==> src/rtl/lsu_mem_sequencer_if.sv <==
// Request/response and memory-port bundle of the LSU memory sequencer.
// slave = sequencer view, master = LSU/memory environment view.
interface lsu_mem_sequencer_if;
  logic        req_valid;
  logic        req_ready;
  logic        req_we;
  logic [1:0]  req_width;
  logic        req_unsigned;
  logic [31:0] req_addr;
  logic [31:0] req_wdata;
  logic        resp_valid;
  logic        resp_err;
  logic [31:0] resp_rdata;
  logic        mem_en;
  logic        mem_we;
  logic [3:0]  mem_be;
  logic [29:0] mem_addr;
  logic [31:0] mem_wdata;
  logic [31:0] mem_rdata;

  modport slave (
    input  req_valid, req_we, req_width, req_unsigned, req_addr, req_wdata, mem_rdata,
    output req_ready, resp_valid, resp_err, resp_rdata,
           mem_en, mem_we, mem_be, mem_addr, mem_wdata
  );

  modport master (
    output req_valid, req_we, req_width, req_unsigned, req_addr, req_wdata, mem_rdata,
    input  req_ready, resp_valid, resp_err, resp_rdata,
           mem_en, mem_we, mem_be, mem_addr, mem_wdata
  );
endinterface

==> src/rtl/lsu_mem_sequencer.sv <==
// Sequences one byte/half/word load or store onto a 32-bit word memory,
// splitting misaligned accesses across two words and extending load data.
module lsu_mem_sequencer (
  input  logic                clk,
  input  logic                rst_n,
  lsu_mem_sequencer_if.slave  bus
);

  typedef enum logic [2:0] {IDLE, ACC1, ACC2, RDWAIT, RESP} state_t;

  typedef struct packed {
    logic        we;
    logic [1:0]  width;
    logic        uns;
    logic [31:0] addr;
    logic [31:0] wdata;
  } req_t;

  state_t      state, state_nxt;
  req_t        rq;
  logic [31:0] d1, rdata_q, ld_data, rd_sh;
  logic        accept, split;
  logic [1:0]  off;
  logic [3:0]  mask;
  logic [7:0]  be_span;
  logic [63:0] wd_span, rd_span;

  assign accept = bus.req_valid && (state == IDLE);
  assign off    = rq.addr[1:0];

  // Lane masks and data are laid out over a two-word window; the upper half
  // belongs to the second access.
  always_comb begin
    case (rq.width)
      2'b00:   mask = 4'b0001;
      2'b01:   mask = 4'b0011;
      2'b10:   mask = 4'b1111;
      default: mask = 4'b0000;
    endcase
    be_span = {4'b0000, mask} << off;
    wd_span = {32'h0, rq.wdata} << {off, 3'b000};
  end

  assign split = (be_span[7:4] != 4'b0000);

  // Non-split loads see their only word live in RDWAIT; split loads hold the
  // first word in d1 and see the second word live in RDWAIT.
  assign rd_span = split ? {bus.mem_rdata, d1} : {32'h0, bus.mem_rdata};
  assign rd_sh   = 32'(rd_span >> {off, 3'b000});

  always_comb begin
    case (rq.width)
      2'b00:   ld_data = rq.uns ? {24'h0, rd_sh[7:0]}  : {{24{rd_sh[7]}},  rd_sh[7:0]};
      2'b01:   ld_data = rq.uns ? {16'h0, rd_sh[15:0]} : {{16{rd_sh[15]}}, rd_sh[15:0]};
      default: ld_data = rd_sh;
    endcase
  end

  always_ff @(posedge clk) begin
    if (!rst_n) state <= IDLE;
    else        state <= state_nxt;
  end

  always_comb begin
    state_nxt = state;
    case (state)
      IDLE:    if (accept) state_nxt = (bus.req_width == 2'b11) ? RESP : ACC1;
      ACC1:    state_nxt = split ? ACC2 : (rq.we ? RESP : RDWAIT);
      ACC2:    state_nxt = rq.we ? RESP : RDWAIT;
      RDWAIT:  state_nxt = RESP;
      RESP:    state_nxt = IDLE;
      default: state_nxt = IDLE;
    endcase
  end

  always_ff @(posedge clk) begin
    if (!rst_n) begin
      rq      <= '0;
      d1      <= '0;
      rdata_q <= '0;
    end else begin
      if (accept)
        rq <= {bus.req_we, bus.req_width, bus.req_unsigned, bus.req_addr, bus.req_wdata};
      if (state == ACC2)   d1      <= bus.mem_rdata;
      if (state == RDWAIT) rdata_q <= ld_data;
      if (state == RESP)   rdata_q <= '0;
    end
  end

  always_comb begin
    bus.req_ready  = (state == IDLE);
    bus.mem_en     = 1'b0;
    bus.mem_we     = 1'b0;
    bus.mem_be     = 4'b0000;
    bus.mem_addr   = '0;
    bus.mem_wdata  = '0;
    bus.resp_valid = 1'b0;
    bus.resp_err   = 1'b0;
    bus.resp_rdata = rdata_q;
    case (state)
      ACC1: begin
        bus.mem_en    = 1'b1;
        bus.mem_we    = rq.we;
        bus.mem_be    = be_span[3:0];
        bus.mem_addr  = rq.addr[31:2];
        bus.mem_wdata = wd_span[31:0];
      end
      ACC2: begin
        bus.mem_en    = 1'b1;
        bus.mem_we    = rq.we;
        bus.mem_be    = be_span[7:4];
        bus.mem_addr  = rq.addr[31:2] + 30'd1;
        bus.mem_wdata = wd_span[63:32];
      end
      RESP: begin
        bus.resp_valid = 1'b1;
        bus.resp_err   = (rq.width == 2'b11);
      end
      default: ;
    endcase
  end

endmodule

==> src/flat_wrapper.sv <==
// flat-port wrapper written by rule: the top's interface ports become plain ports
module lsu_mem_sequencer_flat 
  (clk, rst_n, bus_req_valid, bus_req_we, bus_req_width, bus_req_unsigned, bus_req_addr, bus_req_wdata, bus_mem_rdata, bus_req_ready, bus_resp_valid, bus_resp_err, bus_resp_rdata, bus_mem_en, bus_mem_we, bus_mem_be, bus_mem_addr, bus_mem_wdata);
  lsu_mem_sequencer_if bus_i ();
  input  logic clk;
  input  logic rst_n;
  input wire logic [$bits(bus_i.req_valid)-1:0] bus_req_valid;
  input wire logic [$bits(bus_i.req_we)-1:0] bus_req_we;
  input wire logic [$bits(bus_i.req_width)-1:0] bus_req_width;
  input wire logic [$bits(bus_i.req_unsigned)-1:0] bus_req_unsigned;
  input wire logic [$bits(bus_i.req_addr)-1:0] bus_req_addr;
  input wire logic [$bits(bus_i.req_wdata)-1:0] bus_req_wdata;
  input wire logic [$bits(bus_i.mem_rdata)-1:0] bus_mem_rdata;
  output wire logic [$bits(bus_i.req_ready)-1:0] bus_req_ready;
  output wire logic [$bits(bus_i.resp_valid)-1:0] bus_resp_valid;
  output wire logic [$bits(bus_i.resp_err)-1:0] bus_resp_err;
  output wire logic [$bits(bus_i.resp_rdata)-1:0] bus_resp_rdata;
  output wire logic [$bits(bus_i.mem_en)-1:0] bus_mem_en;
  output wire logic [$bits(bus_i.mem_we)-1:0] bus_mem_we;
  output wire logic [$bits(bus_i.mem_be)-1:0] bus_mem_be;
  output wire logic [$bits(bus_i.mem_addr)-1:0] bus_mem_addr;
  output wire logic [$bits(bus_i.mem_wdata)-1:0] bus_mem_wdata;
  assign bus_i.req_valid = bus_req_valid;
  assign bus_i.req_we = bus_req_we;
  assign bus_i.req_width = bus_req_width;
  assign bus_i.req_unsigned = bus_req_unsigned;
  assign bus_i.req_addr = bus_req_addr;
  assign bus_i.req_wdata = bus_req_wdata;
  assign bus_i.mem_rdata = bus_mem_rdata;
  assign bus_req_ready = bus_i.req_ready;
  assign bus_resp_valid = bus_i.resp_valid;
  assign bus_resp_err = bus_i.resp_err;
  assign bus_resp_rdata = bus_i.resp_rdata;
  assign bus_mem_en = bus_i.mem_en;
  assign bus_mem_we = bus_i.mem_we;
  assign bus_mem_be = bus_i.mem_be;
  assign bus_mem_addr = bus_i.mem_addr;
  assign bus_mem_wdata = bus_i.mem_wdata;
  lsu_mem_sequencer u_core (.clk(clk), .rst_n(rst_n), .bus(bus_i));
endmodule
==> config.mk <==
export PLATFORM = sky130hd
export DESIGN_NAME = lsu_mem_sequencer_flat
export DESIGN_NICKNAME = d
export VERILOG_FILES = /design/src/rtl/lsu_mem_sequencer_if.sv /design/src/rtl/lsu_mem_sequencer.sv /design/src/flat_wrapper.sv
export SDC_FILE = /design/constraint.sdc
export NUM_CORES = 1
export LEC_CHECK = 0
export ABC_AREA = 1
export CELL_PAD_IN_SITES_DETAIL_PLACEMENT = 1
export CELL_PAD_IN_SITES_GLOBAL_PLACEMENT = 1
export CORE_MARGIN = 4
export CORE_UTILIZATION = 30
export DETAILED_ROUTE_END_ITERATION = 16
export DONT_BUFFER_PORTS = 1
export MAX_ROUTING_LAYER = met4
export PLACE_DENSITY_LB_ADDON = 0.1
export SLEW_MARGIN = 25
export SYNTH_ARGS = -nofsm -noshare
export SYNTH_HDL_FRONTEND = slang
export SYNTH_SLANG_ARGS = --single-unit
==> constraint.sdc <==
create_clock -name clk -period 5.9 [get_ports clk]
set_input_delay 1.18 -clock clk [delete_from_list [all_inputs] [get_ports clk]]
set_output_delay 1.18 -clock clk [all_outputs]
set_load 0.05 [all_outputs]
==> results.toml <==
[setup_path]
rr_worst_depth = 13
path_buf_inv = 2
startpoint_type = "flop"
crit_path_end_kind = "primary output"
required_ns = 4.72
crit_type = "reg2out"
cpPeakStageDelay_ns = 0.94
cp_top_family = "simple AND/OR/NAND/NOR gates"
cp_max_fo = 37
critPathMostFrequentCell = "inv_1"
crit_slowest_cell = "o21ai_1"
reg2reg_slack_ns = 2.14
r2r-end = "u_core.bus.resp_rdata[16]"
path_cells = "inv_1 -> nor2_1 -> inv_1 -> nor2_4 -> nand2_1 -> o21ai_1"
worstPathArrival_ns = 3.38
r2r_start = "u_core.off[0]"

[synthesis]
syn_inst = 1397
synth_area_um2 = 8570
ys_seq_area_frac = 0.315
async_reset_ff_frac = 0
synthTopCellsByArea = "dfxtp_1, o21ai_0, nand2_1, a21oi_1, nand3_1"
synthAdderAreaFrac = 0.0102
yosys_warnings = 0
synth.avg_cell_area_um2 = 6.14
synth_compound_area_frac = 0.252
synth_edf_count = 0
synth_common_cells = "nand2_1, o21ai_0, inv_1"
synth_nets = 1507
synth-simple-area-share = 0.291
synthDistinctLibCells = 39
synth_top_area_share = 0.315
synth_top_family_by_area = "simple AND/OR/NAND/NOR gates"
synth_area_leader_cell = "dfxtp_1"
synth_ff_type = "dfxtp_1"
ys_seq_elements = 135
synth_xor_area_frac = 0.00409
synth.most_common_cell = "nand2_1"
synth_mux_area_frac = 0

[clock_network]
clock_latency_ns = 0.44
cts.clk_slew.worst_paths_ns = 0.06
cts.repair.resized = 0
cts_buffers = 17
cts_root_buf = "clkbuf_16"
h-tree-depth = 4
cts_tree = "yes"
cts_num_sinks = 135
cts_hold_buf = 0
ctsLongestPathBuffers = 2
cts_setup_buffers = 0

[placed_design]
place_area_um2 = 8980
finalWeightedCongestion = 0.842
detailed_place_hpwl_mm = 24.2
io_buffers = 0

[floorplanning]
die_w_um = 177
die_area_um2 = 31300
die_y_um = 177
start_util = 0.306
core-area_um2 = 28000
rows = 61
io_pins = 206

[global_routing]
track_usage = 0.227
overflow = 0
grt_max_degree = 94
antenna_found_initial = 1
grt_pass1_wl_mm = 54.5
grt_pass1_vias = 9399

[timing]
tightest_slew_ns = 1.10
finalSetupTns_ns = 0
finalCritPeriodShare = 0.773
setup_viol = 0
skew_ns = 0.0129
maxSlewViolCount = 0
fin_crit_ns = 4.56
slew_headroom = 0.268
final-hold-violation-count = 0
fmax_ghz = 0.219
rsz0062_at_grt = "no"

[pwr]
p_clk_frac = 0.387
power_switching_mw = 1.22
p_sw_frac = 0.383
seqPwrFrac = 0.342
leakagePower_nw = 3.89
p_per_area_nw_per_um2 = 330
p_comb_frac = 0.272
peakVddDrop_mv = 0.217
internal-power_mw = 1.97

[route]
drt_iter0_markers = 513
routed_wl_mm = 34.5
drc_errors = 0
ant_nets = 0
avgViaCountPerCell = 5.28
routedWlPerCell_um = 19.7
vias = 9263
first_pass_iters = 5

[layout]
multi_input_comb_area_um2 = 4850
drive_gt1_frac = 0.0756
seq_area_um2 = 2710
area_growth_pct = 12.7
nNetsFinal = 1473
final_area_um2 = 9660
num-fill-cells = 3661

[job]
max_cap_viol_count = 0

[status]
status = "finished, final reports clean"

[worst_hold_path]
worstHoldStart = "u_core.d1[0]"
hp-class = "reg2reg"
hold_depth = 2
min_to = "u_core.d1[0]"
state kept, by name (all words and copies together) (netlist names):
register / flops
u_core.state: 3
u_core.rq: 66
u_core.bus.resp_rdata: 32
u_core.off: 2
u_core.d1: 32
kinds of logic (layout without fill, tap and decap cells):
family / after synthesis / after routing
simple gates: 565 / 565
fa+ha+maj: 7 / 7
compound gates: 416 / 416
buf+inv: 270 / 249
xor+xnor: 4 / 4
other cells: 0 / 1
flops: 135 / 135
power groups by stage:
stage	sequential [mW]	combinational (mW)	clock, mW
final	1.09	0.866	1.23
after global routing	1.10	0.971	1.29
after CTS	1.09	0.871	1.26
after detailed placement	1.11	0.869	0
after global placement	1.11	0.863	0
after floorplan	1.07	0.679	0
layout by cell type, fill, tap and decap left out, types with 2 or more instances in the layout:
master        n
nand3_2       3
a21oi_2       2
clkbuf_16    17
nand4_1      14
inv_1       170
a22oi_1       2
nand2_2       3
inv_4         2
nand3_4       2
o21ai_0     185
bufinv_16     5
nand3_1     154
nor3_4        2
o22ai_1      12
nand2_1     264
clkinv_1      3
a31oi_1       3
nor2_4        2
ha_1          7
or2_2         3
dfxtp_1     133
buf_4        42
nand2_4       3
clkinvlp_4    3
nor4_1        4
inv_6         3
nor2_1       93
nor3_1       11
o21ai_1      39
o211ai_1     17
nor2_2        3
a21oi_1     152
xor2_1        4
layer usage:
metal	wire (µm)	GRT usage
met1	15400	0.289
met2	16500	0.368
met3	2040	0.0493
met4	570	0.0580
met5	0	-
cell type report:
type	instances	area share
diodes	1	0.000259
clock buffers	18	0.0454
clock inverters	14	0.0227
inverters	175	0.0682
multi-input cells	992	0.502
flip-flops and latches	135	0.280
well taps	378	0.0489
repair buffers	42	0.0326
stage by stage:
step	setup WS, ns	total power [mW]	hold WS, ns	utilization	cells
after floorplan	2.27	1.75	0.425	-	1397
after global placement	1.84	1.97	0.436	0.321	1722
after detailed placement	1.79	1.98	0.446	0.321	1722
after CTS	1.32	3.22	0.455	0.344	1754
after global routing	1.06	3.37	0.473	0.345	1755
final	1.34	3.19	0.453	0.345	1755
tightest hold or removal path: stages (launching register included):
cell	delay [ns]
dfxtp_1	0.29
inv_1	0.06
a21oi_1	0.06
worst max path at each step:
stage,slack [ns],cells after the start,end,start
after floorplan,2.27,9,bus_mem_addr[22],u_core.rq[34]
after global placement,1.84,6,bus_mem_wdata[23],u_core.state[1]
after detailed placement,1.79,6,bus_mem_wdata[18],u_core.state[1]
after CTS,1.32,6,bus_mem_wdata[18],u_core.state[1]
after global routing,1.06,6,bus_mem_wdata[18],u_core.state[1]
final,1.34,6,bus_mem_wdata[18],u_core.state[1]
Power figures use the tool's default switching activity.
